<file path="config.mk">
export PLATFORM = sky130hd
export DESIGN_NAME = booth_mult_seq
export DESIGN_NICKNAME = d
export VERILOG_FILES = /design/src/rtl/booth_mult_seq.sv
export SDC_FILE = /design/constraint.sdc
export NUM_CORES = 1
export LEC_CHECK = 0
export ABC_AREA = 1
export CORE_MARGIN = 2
export CORE_UTILIZATION = 55
export DETAILED_ROUTE_END_ITERATION = 12
export HOLD_SLACK_MARGIN = 0.02
export PLACE_DENSITY = 0.9
export SLEW_MARGIN = 20
export SYNTH_ARGS = -nofsm -noshare
export SYNTH_HDL_FRONTEND = slang
export SYNTH_SLANG_ARGS = --single-unit
export TNS_END_PERCENT = 50
</file>
<file path="constraint.sdc">
create_clock -name clock -period 10.9 [get_ports clock]
set_clock_uncertainty 0.1 [all_clocks]
set_input_delay 1.635 -clock clock [delete_from_list [all_inputs] [get_ports clock]]
set_output_delay 1.635 -clock clock [all_outputs]
set_load 0.03 [all_outputs]
</file>
<file path="src/rtl/booth_mult_seq.sv">
// Sequential signed multiplier using radix-4 (modified) Booth recoding.
//
// A start pulse latches both operands. The next cycle is a load cycle. The
// following STEPS cycles each retire one Booth digit. A one-cycle DONE pulse
// then presents the low word of the product and a signed-overflow flag.
//
// Ports
//   clock          system clock, rising edge
//   reset          synchronous, active-high; clears all state and outputs
//   ctrl_MULT      start pulse; operands sampled on the same edge; aborts any
//                  operation already in flight
//   data_operandA  multiplicand, two's complement
//   data_operandB  multiplier, two's complement
//   product_word   {product[2W-1:0], booth guard bit} for the product register
//   product_we     high while product_word carries a fresh value (load + steps)
//   data_result    low WIDTH bits of the final product, held until next DONE
//   data_exception product does not fit in WIDTH signed bits
//   data_resultRDY one-cycle pulse when data_result/data_exception are valid
//   busy           high during load and step cycles
module booth_mult_seq #(
  parameter int unsigned WIDTH = 32,
  parameter int unsigned STEPS = WIDTH / 2
) (
  input  logic               clock,
  input  logic               reset,
  input  logic               ctrl_MULT,
  input  logic [WIDTH-1:0]   data_operandA,
  input  logic [WIDTH-1:0]   data_operandB,
  output logic [2*WIDTH:0]   product_word,
  output logic               product_we,
  output logic [WIDTH-1:0]   data_result,
  output logic               data_exception,
  output logic               data_resultRDY,
  output logic               busy
);

  // Upper half carries two extra bits so that +/-2M never overflows the adder.
  localparam int unsigned UW = WIDTH + 2;
  localparam int unsigned AW = UW + WIDTH + 1;
  localparam int unsigned CW = $clog2(STEPS + 1);

  typedef enum logic [1:0] {StIdle, StLoad, StRun, StDone} state_e;

  state_e           state_q, state_d;
  logic [CW-1:0]    cnt_q, cnt_d;
  logic [AW-1:0]    acc_q, acc_d;
  logic [WIDTH-1:0] mcand_q, mcand_d;
  logic [WIDTH-1:0] result_q, result_d;
  logic             exc_q, exc_d;

  logic             last_step;

  // Booth datapath
  logic [UW-1:0]    m_ext, m2_ext, addend, sum;
  logic             cin;
  logic [AW-1:0]    shifted;
  logic [2*WIDTH-1:0] prod_next;

  assign last_step = (cnt_q == CW'(STEPS - 1));

  assign m_ext  = {{2{mcand_q[WIDTH-1]}}, mcand_q};
  assign m2_ext = {mcand_q[WIDTH-1], mcand_q, 1'b0};

  // Negative digits invert the operand and inject a carry of one.
  always_comb begin
    addend = '0;
    cin    = 1'b0;
    unique case (acc_q[2:0])
      3'b001, 3'b010: addend = m_ext;
      3'b011:         addend = m2_ext;
      3'b100: begin
        addend = ~m2_ext;
        cin    = 1'b1;
      end
      3'b101, 3'b110: begin
        addend = ~m_ext;
        cin    = 1'b1;
      end
      default:        addend = '0;
    endcase
  end

  assign sum       = acc_q[AW-1 -: UW] + addend + {{(UW-1){1'b0}}, cin};
  // Arithmetic right shift by two of {sum, lower, guard}.
  assign shifted   = {{2{sum[UW-1]}}, sum, acc_q[AW-UW-1:2]};
  assign prod_next = shifted[2*WIDTH:1];

  // State register
  always_ff @(posedge clock) begin
    if (reset) begin
      state_q <= StIdle;
    end else begin
      state_q <= state_d;
    end
  end

  // Next-state logic; a start pulse wins from any state.
  always_comb begin
    state_d = state_q;
    if (ctrl_MULT) begin
      state_d = StLoad;
    end else begin
      unique case (state_q)
        StIdle:  state_d = StIdle;
        StLoad:  state_d = StRun;
        StRun:   state_d = last_step ? StDone : StRun;
        StDone:  state_d = StIdle;
        default: state_d = StIdle;
      endcase
    end
  end

  // Outputs
  always_comb begin
    product_we     = (state_q == StLoad) || (state_q == StRun);
    busy           = (state_q == StLoad) || (state_q == StRun);
    data_resultRDY = (state_q == StDone);
    product_word   = acc_q[2*WIDTH:0];
    data_result    = result_q;
    data_exception = exc_q;
  end

  // Datapath next-state
  always_comb begin
    acc_d    = acc_q;
    mcand_d  = mcand_q;
    cnt_d    = cnt_q;
    result_d = result_q;
    exc_d    = exc_q;
    if (ctrl_MULT) begin
      mcand_d = data_operandA;
      acc_d   = {{UW{1'b0}}, data_operandB, 1'b0};
      cnt_d   = '0;
    end else if (state_q == StRun) begin
      acc_d = shifted;
      cnt_d = cnt_q + CW'(1);
      if (last_step) begin
        result_d = prod_next[WIDTH-1:0];
        // Overflow unless bits [2W-1:W-1] are a pure sign extension.
        exc_d    = !((&prod_next[2*WIDTH-1:WIDTH-1]) || (~|prod_next[2*WIDTH-1:WIDTH-1]));
      end
    end
  end

  always_ff @(posedge clock) begin
    if (reset) begin
      acc_q    <= '0;
      mcand_q  <= '0;
      cnt_q    <= '0;
      result_q <= '0;
      exc_q    <= 1'b0;
    end else begin
      acc_q    <= acc_d;
      mcand_q  <= mcand_d;
      cnt_q    <= cnt_d;
      result_q <= result_d;
      exc_q    <= exc_d;
    end
  end

endmodule

</file>
# Word level (Yosys, flattened, before mapping)
# Cells that the tools add are included.
# totals
reg_bits,137
wordCells,45
output_inout_bits,101
in_bits,67
# classes
mux,7
n_bitwise,3
n_reduce_logical,14
eq_ne,10
addsub,3
# ops
op,count
$pmux W34 S4,1
$not A34 Y34,2
$mux W33,2
$add A34 B1 Y34,1
$add A34 B34 Y34,1
$reduce_and A33 Y1,1
$reduce_or A33 Y1,1
$eq A3 B3 Y1 const B,3
$reduce_or A2 Y1,4
$eq A3 B2 Y1 const B,2
$pmux W2 S3,1
$add A5 B1 Y5 const B,1
$eq A5 B4 Y1 const B,1
$eq A2 B2 Y1 const B,2
$eq A3 B1 Y1 const B,1
$mux W1,3
$reduce_and A3 Y1,1
$reduce_or A3 Y1,1
$eq A2 B1 Y1 const B,1
$logic_not A1 Y1,2
$logic_not A2 Y1,1
$logic_or A1 B1 Y1,2
$reduce_bool A2 Y1,1
$not A1 Y1,1

# Logic depth before layout (Yosys ltp)
# depth
ltp_word,9
depth_mapped,27

# Least setup slack after synthesis
# No wires, ideal clock.
# synth_timing
kind,reg2reg
from,reg acc_q[1]
to,reg exc_q (netlist: data_exception)
setup_slack_ns,7.212
required_time_ns,10.674
setup_time_ns,0.126
path_buffers,1
path_stages_with_launch,27
t_arrival_ns,3.462
path_cell_list,dfxtp_1 nor2_1 nor2_1 inv_1 nor2_1 clkbuf_1 nand2_1 o211ai_1 fa_1 inv_1 fa_1 inv_1 nand2_1 a21oi_1 nand2_2 nand3_2 nand2_2 nand2_2 nand2_1 nand2_1 nand2_1 nor2_1 nand2_1 nor2_1 nand3_1 nand2_1 a21oi_2
# synth_via
elab_chain_cells,9
elab_cells_between_ends,18
cone_classes,add/sub (2); eq/ne (6); mux (2); reduce/logical (8)
# synth_rtl
item,line_no,rtl
from (decl),46,"logic [AW-1:0] acc_q, acc_d;"
from (signal assigned),147,acc_q <= '0;
from (signal assigned),153,acc_q <= acc_d;
$eq A3 B3 Y1 (tied with other cells),68,unique case (acc_q[2:0])
$reduce_or A2 Y1,68,
$pmux W34 S4,68,
$add A34 B34 Y34,83,"assign sum = acc_q[AW-1 -: UW] + addend + {{(UW-1){1'b0}}, cin};"
$add A34 B1 Y34 (*),83,
$reduce_or A33 Y1,140,exc_d = !((&prod_next[2*WIDTH-1:WIDTH-1]) || (~|prod_next[2*WIDTH-1:WIDTH-1]));
$logic_not A1 Y1,140,
$logic_or A1 B1 Y1 (*),140,
$logic_not A1 Y1 (*),140,
to (signal assigned),151,exc_q <= 1'b0;
to (signal assigned),157,exc_q <= exc_d;
to (decl),49,"logic exc_q, exc_d;"
# Mark *: on every way between the ends. The rest lies on a longest branch, timed or not.
# A chain may end at the register's enable or synchronous reset.

# Worst setup path in the final report
# layout_timing
from,reg acc_q[2]
to,reg exc_q (netlist: data_exception)
# Same word-level chain as after synthesis.

==> reports/results.tsv <==
metric	value	unit
status	finished, final reports clean	
cts_htree_levels	4	
synth_edf_count	0	
yosys.area.top_type_share	0.3112	
cap_violations	0	
worst_pin_slew	1.080	ns
final_nets	1621	
end_kind	flop	
initial_core_util	0.5589	
cts.sinks	137	
ys_ff_latch	137	
tns	0	ns
cts-resized-gates	0	
grt_pass1_wl	44960	µm
ctsHoldBuffers	0	
pin_count	168	
drive_gt1_frac	0.06610	
yosys_most_used_dff	dfxtp_1	
yosys.area.top_type	dfxtp_1	
cp.required	11.08	ns
areaGrowthSynthToFinish	27.00	%
multiInputGateArea	5166	µm²
period_needed	4.719	ns
io_buffer_count	167	
die-area	17050	µm²
grt_pass1_vias	9147	
fmax	211.9	MHz
cp_data_arrival_time	4.90	ns
cts_tree	yes	
drtPass1Iterations	7	
via_per_inst	5.695	
dp_hpwl	20660	µm
cts_setup_buffers	0	
final-seq-area	2743	µm²
rsz0062_at_grt	no	
crit_path_max_fanout	28	
antenna_found_initial	0	
clk_pin_slew	0.06	ns
num_antenna_cells	0	
syn_area_per_cell	6.387	µm²
drv_slew	0	
finalSetupViolations	0	
netlist_area	8813	µm²
finalHoldViolCount	0	
vias	9932	
clock_latency	0.43	ns
numCtsBuffers	17	
drc	0	
synthArstFlopShare	0	
fp.dieW	130.6	µm
grt_max_degree	81	
fill_cells	1320	
fp.dieH	130.6	µm
yosysWarnings	0	
syn_nets	1486	
clock-root-buffer	clkbuf_16	
peakVddDrop	0.1154	mV
place_congestion	1.013	
ys_seq_area_frac	0.3112	
slew_headroom	0.2776	
ys_types	42	
holdCritPathClass	flop to flop	
power_density	126.5	nW/µm²
synth_area_leaders	dfxtp_1 (31%), nand2_1 (15%), inv_1 (7.6%)	
wire_per_inst	16.06	µm
utilization	0.7098	
clock_path_buffers	2	
grt_usage	0.3333	
fp.coreArea	15770	µm²
finalCritPeriodShare	0.4329	
antenna_left	0	
worst_setup_path_start_kind	flop	
drtIter0Drc	977	
routed_wl	28020	µm
syn-instance-count	1380	
num_rows	46	
grt_overflow	0	
path_class	flop to flop	
total_leakage_power	5.093	nW
-- layout make-up --
type                       count  share of cell area
sequential                   137              0.2450
inverter                     187             0.06271
clock buffer                  20             0.04080
tap                          216             0.02414
timing repair buffer         173              0.1534
clock inverter                12             0.01241
multi-input combinational    999              0.4615
-- path summary, 6_finish.rpt --
| kind | from | cells after the start | slack (ns) | endpoint |
|---|---|---|---|---|
| max | acc_q[2] | 23 | 6.18 | data_exception |
| max reg2reg | acc_q[2] | 23 | 6.18 | data_exception |
| min reg2reg | data_result[26] | 2 | 0.37 | data_result[26] |
| min | data_result[26] | 2 | 0.37 | data_result[26] |
-- registers in the layout, indices dropped and copies added, names as in the netlist --
signal / cells
data_exception: 1
state_q: 2
mcand_q: 32
acc_q: 65
data_result: 32
cnt_q: 5
-- worst max-delay path, cell delays in order, from the launching register on --
cell	delay (ns)
dfxtp_1	0.41
inv_1	0.12
nor2_1	0.27
nand2_1	0.57
o211ai_1	0.45
fa_1	0.34
inv_1	0.08
fa_1	0.42
inv_1	0.15
nand2_1	0.09
a21oi_1	0.35
nand2_2	0.13
nand3_2	0.15
nand2_2	0.09
nand2_2	0.07
nand2_1	0.05
nand2_1	0.08
nand2_1	0.06
nor2_1	0.16
nand2_1	0.08
nor2_1	0.10
nand3_1	0.07
nand2_1	0.13
a21oi_2	0.07
-- metrics by stage --
stage	hold slack, ns	cells	setup WS, ns	power [mW]	area, µm²
6_report	0.3692	1744	6.181	1.416	11190
4_1_cts	0.3716	1744	6.365	1.409	11190
2_1_floorplan	0.3708	1380	7.212	0.7260	8813
5_1_grt	0.3961	1744	5.881	1.465	11190
3_3_place_gp	0.3472	1712	6.467	0.8209	10590
3_5_place_dp	0.3561	1712	6.396	0.8258	10590
-- cells by family (layout without fill, tap and decap cells) --
group           count (synthesis)  in the layout  synth area share
fa+ha+maj                      39             39           0.05707
compound gates                281            281            0.1926
simple gates                  664            664            0.3193
xor+xnor                       15             15           0.01491
flops                         137            137            0.3112
buf+inv                       244            392            0.1049
-- layer usage --
| metal | vias to the layer above | share of wire | track usage |
|---|---|---|---|
| li1 | 4793 | - | - |
| met1 | 4496 | 0.41 | 0.4183 |
| met2 | 547 | 0.47 | 0.5502 |
| met3 | 96 | 0.090 | 0.07410 |
| met4 | 0 | 0.038 | 0.1496 |
| met5 | - | 0 | 0 |
-- cell usage in the layout, fill, tap and decap left out, types with 28 or more instances in the layout --
master and n:
nand2_1 349, inv_1 176, clkdlybuf4s50_1 167, nor2_1 153, dfxtp_1 137, o21ai_0 108, a21oi_1 80, nand3_1 57
nor3_1 44, ha_1 36, a221oi_1 32, o211ai_1 31, nand2_2 28
-- report_power, final --
part	switching, mW	internal (mW)	leakage (nW)	total, mW
combinational	0.177	0.105	3.69	0.283
clock	0.239	0.352	0.285	0.591
sequential	0.0209	0.521	1.12	0.542
-- Yosys cell counts, types with 9 or more instances --
cell type and number:
clkbuf_1 51, nand2_2 28, o2111ai_1 10, a221oi_1 32
o21ai_0 108, inv_1 178, xnor2_1 9, nand3_1 57
nand2_1 349, nor2_1 156, nor3_1 44, a21oi_1 80
dfxtp_1 137, ha_1 37, o211ai_1 31
(Power assumes the default switching activity.)
